### src/rtl/tx_serial_medida_pkg.sv
// Shared definitions for the DHT11 measurement serial link.
// State codes and parity modes are common to transmitter and receiver.
package tx_serial_medida_pkg;

  typedef enum logic [3:0] {
    ST_IDLE  = 4'h0,
    ST_START = 4'h1,
    ST_DATA  = 4'h2,
    ST_PAR   = 4'h3,
    ST_STOP  = 4'h4,
    ST_DONE  = 4'h5
  } estado_t;

  localparam int PAR_NONE = 0;
  localparam int PAR_EVEN = 1;
  localparam int PAR_ODD  = 2;

  function automatic logic bit_paridade(
    input logic xor_red,
    input int   modo
  );
    return (modo == PAR_ODD) ? ~xor_red : xor_red;
  endfunction

  // Counter width that still works for a modulus of 1.
  function automatic int largura(input int n);
    return (n > 1) ? $clog2(n) : 1;
  endfunction

endpackage

### src/rtl/tx_serial_medida_contador_m.sv
// Modulo-M counter with terminal-count flag.
// Async clear kept for the common counter shape; callers tie it low.
module contador_m #(
  parameter int M = 16,
  parameter int N = 4
) (
  input  logic clock,
  input  logic zera_as,
  input  logic zera_s,
  input  logic conta,
  output logic fim
);

  logic [N-1:0] q;

  always_ff @(posedge clock or posedge zera_as) begin
    if (zera_as) begin
      q <= '0;
    end else if (zera_s) begin
      q <= '0;
    end else if (conta) begin
      if (q == N'(M - 1)) begin
        q <= '0;
      end else begin
        q <= q + 1'b1;
      end
    end
  end

  assign fim = conta && (q == N'(M - 1));

endmodule

### src/rtl/tx_serial_medida.sv
// UART-style transmitter for one DHT11 word {umidade, temperatura}:
// start bit, LSB-first data, optional parity, one stop bit.
module tx_serial_medida
  import tx_serial_medida_pkg::*;
#(
  parameter int BAUD_RATE = 9600,
  parameter int CLOCK_HZ  = 50_000_000,
  parameter int N_BITS    = 32,
  parameter int PARITY    = 1
) (
  input  logic              clock,
  input  logic              reset,
  input  logic              partida,
  input  logic [N_BITS-1:0] dados,
  output logic              txd,
  output logic              ocupado,
  output logic              pronto,
  output logic [3:0]        db_estado
);

  localparam int CLKS_PER_BIT = CLOCK_HZ / BAUD_RATE;
  localparam int CW = largura(CLKS_PER_BIT);
  localparam int BW = largura(N_BITS);

  estado_t           estado;
  logic [N_BITS-1:0] shift;
  logic [BW-1:0]     bidx;
  logic              par_bit;
  logic              tick;
  logic              zera;

  // Holding the baud counter clear in IDLE restarts it on every frame.
  assign zera = reset | (estado == ST_IDLE);

  contador_m #(
    .M(CLKS_PER_BIT),
    .N(CW)
  ) u_baud (
    .clock  (clock),
    .zera_as(1'b0),
    .zera_s (zera),
    .conta  (1'b1),
    .fim    (tick)
  );

  assign db_estado = estado;

  always_ff @(posedge clock) begin
    if (reset) begin
      estado  <= ST_IDLE;
      txd     <= 1'b1;
      ocupado <= 1'b0;
      pronto  <= 1'b0;
      shift   <= '0;
      bidx    <= '0;
      par_bit <= 1'b0;
    end else begin
      pronto <= 1'b0;
      unique case (estado)
        ST_IDLE: begin
          txd     <= 1'b1;
          ocupado <= 1'b0;
          if (partida) begin
            shift   <= dados;
            par_bit <= bit_paridade(^dados, PARITY);
            bidx    <= '0;
            txd     <= 1'b0;
            ocupado <= 1'b1;
            estado  <= ST_START;
          end
        end
        ST_START: begin
          if (tick) begin
            txd    <= shift[0];
            shift  <= shift >> 1;
            estado <= ST_DATA;
          end
        end
        ST_DATA: begin
          if (tick) begin
            if (bidx == BW'(N_BITS - 1)) begin
              if (PARITY != PAR_NONE) begin
                txd    <= par_bit;
                estado <= ST_PAR;
              end else begin
                txd    <= 1'b1;
                estado <= ST_STOP;
              end
            end else begin
              bidx  <= bidx + 1'b1;
              txd   <= shift[0];
              shift <= shift >> 1;
            end
          end
        end
        ST_PAR: begin
          if (tick) begin
            txd    <= 1'b1;
            estado <= ST_STOP;
          end
        end
        ST_STOP: begin
          if (tick) begin
            ocupado <= 1'b0;
            pronto  <= 1'b1;
            estado  <= ST_DONE;
          end
        end
        ST_DONE: begin
          estado <= ST_IDLE;
        end
        default: begin
          estado <= ST_IDLE;
        end
      endcase
    end
  end

endmodule

### config.mk
export PLATFORM = sky130hd
export DESIGN_NAME = tx_serial_medida
export DESIGN_NICKNAME = d
export VERILOG_FILES = /design/src/rtl/tx_serial_medida_pkg.sv /design/src/rtl/tx_serial_medida_contador_m.sv /design/src/rtl/tx_serial_medida.sv
export SDC_FILE = /design/constraint.sdc
export NUM_CORES = 1
export LEC_CHECK = 0
export CAP_MARGIN = 20
export CORE_MARGIN = 2
export CORE_UTILIZATION = 50
export DETAILED_ROUTE_END_ITERATION = 6
export MAX_ROUTING_LAYER = met4
export PLACE_DENSITY = 0.75
export SKIP_LAST_GASP = 1
export SLEW_MARGIN = 0
export SYNTH_ARGS = -nofsm -noshare
export SYNTH_HDL_FRONTEND = slang
export SYNTH_SLANG_ARGS = --single-unit
### constraint.sdc
create_clock -name clock -period 2.9 [get_ports clock]
set_input_delay 0.29 -clock clock [delete_from_list [all_inputs] [get_ports clock]]
set_output_delay 0.29 -clock clock [all_outputs]
set_load 0.01 [all_outputs]
==> metrics.cfg <==
[outcome]
status=completed

[routing]
drt-initial-drc-count=56
drc=0
routed_wl_mm=5.56
wire_per_inst_um=13.1
drtAntennaViolNets=0
drtPass1Iterations=4
num_vias=2228
routed_via_density=5.24

[die]
coreArea_um2=5890
die_area_um2=6660
io_pins=42
die_height_um=81.6
initial_core_util=0.511
fp-row-count=28
die_w_um=81.6

[pwr]
total_power_mw=2.04
p_int_mw=1.49
power_switching_mw=0.555
pwr-share-seq=0.429
p_per_area_nw_per_um2=563
combinationalPowerShare=0.220
switching_share=0.272
p_leak_nw=1.30
power_frac_clock=0.351
max-vdd-ir-drop_mv=0.298

[critical_path]
start_kind=flip-flop
critPathRequiredTime_ns=3.15
arrival_ns=2.56
critPathMaxFanout=23
critical_path_class=flip-flop to flip-flop
endpoint_kind=flip-flop

[cts]
numCtsBuffers=9
clk_latency_ns=0.34
cts_resized=0
post_cts_buffers=0
cts_hold_buffers=0
clk_path_buf_depth=2
clk_pin_slew_ns=0.06
cts_tree=yes
cts.htree.levels=3
numClockSinks=57
clockRootBuffer=clkbuf_8

[synth]
synth_edf_count=0
yosys-top-cells-count=nor2_1, dfxtp_1, mux2i_1
synthTopCellsByArea=dfxtp_1, a211oi_2, mux2i_1
synthMuxAreaShare=0.106
syn_avg_cell_area_um2=9.71
synth_area_um2=3010
async_reset_ff_frac=0
synth_adder_area_share=0.0125
synth.most_common_cell=nor2_1
synth_top_family_by_area=compound AO/OA/AOI/OAI gates
ys_ff_latch=57
syn-num-nets=348
yosysTopAreaCellShare=0.379
synth_compound_gate_area_share=0.165
synthCells=310
synth-simple-area-share=0.165
yosysTopAreaCell=dfxtp_1
yosysSeqAreaShare=0.379
synthFlopType=dfxtp_1
synth_xor_area_frac=0.131
ys_types=39
yosysWarnings=0

[cells_and_area]
drive_gt1_frac=0.149
syn2layout_area_growth_pct=20.6
antennaDiodeCount=0
num-nets-final=383

[hold_path]
holdCritPathClass=input port to flip-flop

[sta]
timing.hold.ws_ns=0.319
final_max_slew_viol_count=0
slew_headroom=0.597
tightestPinTransition_ns=0.604
finalSetupViolCount=0
final.setup.tns_ns=0
rsz0062_at_grt=no
max_freq_mhz=432
hold_viol=0
period_minus_slack_ns=2.32
min_period_over_period=0.799
skew_ns=0.00653

[placed_design]
hpwl_mm=3.95
gp_congestion=0.758
port_buffers=40

[flow_run]
maxCapViolations=0

[grt]
antenna_found_initial=0
first_global_vias=2095
grt-ovfl-total=0
grt_pass1_wl_mm=9.06
grt_max_degree=45
grtUsageTotal=0.183

## worst paths after layout
| check | cells after the start | start | endpoint | slack [ns] |
|---|---|---|---|---|
| worst max-delay path | 9 | bidx[0]$_SDFFE_PP0P_ | shift[18]$_SDFFE_PP0P_ | 0.58 |
| worst min-delay path | 3 | reset | u_baud.q[1]$_SDFF_PP0_ | 0.32 |
| worst max register to register | 9 | bidx[0]$_SDFFE_PP0P_ | shift[18]$_SDFFE_PP0P_ | 0.58 |
| worst min register to register | 1 | u_baud.q[0]$_SDFF_PP0_ | u_baud.q[0]$_SDFF_PP0_ | 0.46 |
## cell families (layout without fill, tap and decap cells)
family,count (synthesis),count (layout)
xor gates and xnor gates,45,45
DFF,57,57
muxes,32,32
buffers and inverters,20,60
and+or+nand+nor,102,102
AOI/OAI and AO/OA,50,50
other,1,1
adders and majority gates,3,3
## stage by stage
step | worst slack (ns) | cell area (um2) | cells | utilization
detailed placement | 0.574 | 3440 | 409 | 0.585
floorplan | 0.854 | 3010 | 310 | -
finish | 0.583 | 3630 | 425 | 0.617
global route | 0.335 | 3630 | 425 | 0.617
CTS | 0.549 | 3630 | 425 | 0.617
global placement | 0.645 | 3440 | 409 | 0.585
## registers in the layout, summed over array words and instances, names as in the netlist
signal and cells:
bidx 5, db_estado 3, ocupado 1, par_bit 1, pronto 1, shift 32
txd 1, u_baud.q 13
## critical path, stage by stage, from the launching register on
cell and delay (ns):
dfxtp_1 0.34, ha_1 0.21, and3_1 0.18, ha_1 0.22, o21ai_0 0.15, o21ai_0 0.18, nor2_4 0.45, buf_12 0.23
nor2_1 0.05, a211oi_1 0.21
## routing by layer
layer / up-vias / GRT usage / routed length (um)
li1: 1157 / - / -
met1: 1019 / 0.218 / 2590
met2: 45 / 0.295 / 2650
met3: 7 / 0.0407 / 241
met4: 0 / 0.0850 / 74
met5: - / - / 0
## area by class of cell
class,instances,area [um2]
fillers,508,2250
multi-input cells,233,1760
flip-flops and latches,57,1140
repair buffers,44,450
clock buffers,13,149
well taps,75,93.8
clock inverters,3,40.0
## cell usage in the layout (no fill, tap or decap), drive strengths merged, types with 3 or more instances in the layout
| cell type | netlist | layout |
|---|---|---|
| o21ai | 6 | 6 |
| nand2 | 10 | 10 |
| a21oi | 5 | 5 |
| a211oi | 32 | 32 |
| nand3 | 7 | 7 |
| clkbuf | 6 | 13 |
| clkdlybuf4s50 | 0 | 39 |
| ha | 3 | 3 |
| nor3 | 8 | 8 |
| dfxtp | 57 | 57 |
| and3 | 4 | 4 |
| buf | 14 | 5 |
| xnor2 | 30 | 30 |
| nor2 | 59 | 59 |
| mux2i | 32 | 32 |
| xor2 | 15 | 15 |
## power by group through the flow
stage / Clock (mW) / Combinational (mW) / Sequential, mW
final: 0.717 / 0.450 / 0.877
after floorplan: 0 / 0.342 / 0.885
after detailed placement: 0 / 0.454 / 0.894
after CTS: 0.738 / 0.458 / 0.877
after global placement: 0 / 0.446 / 0.892
after global routing: 0.768 / 0.495 / 0.883
No activity file was read; power rests on OpenSTA's default activity.
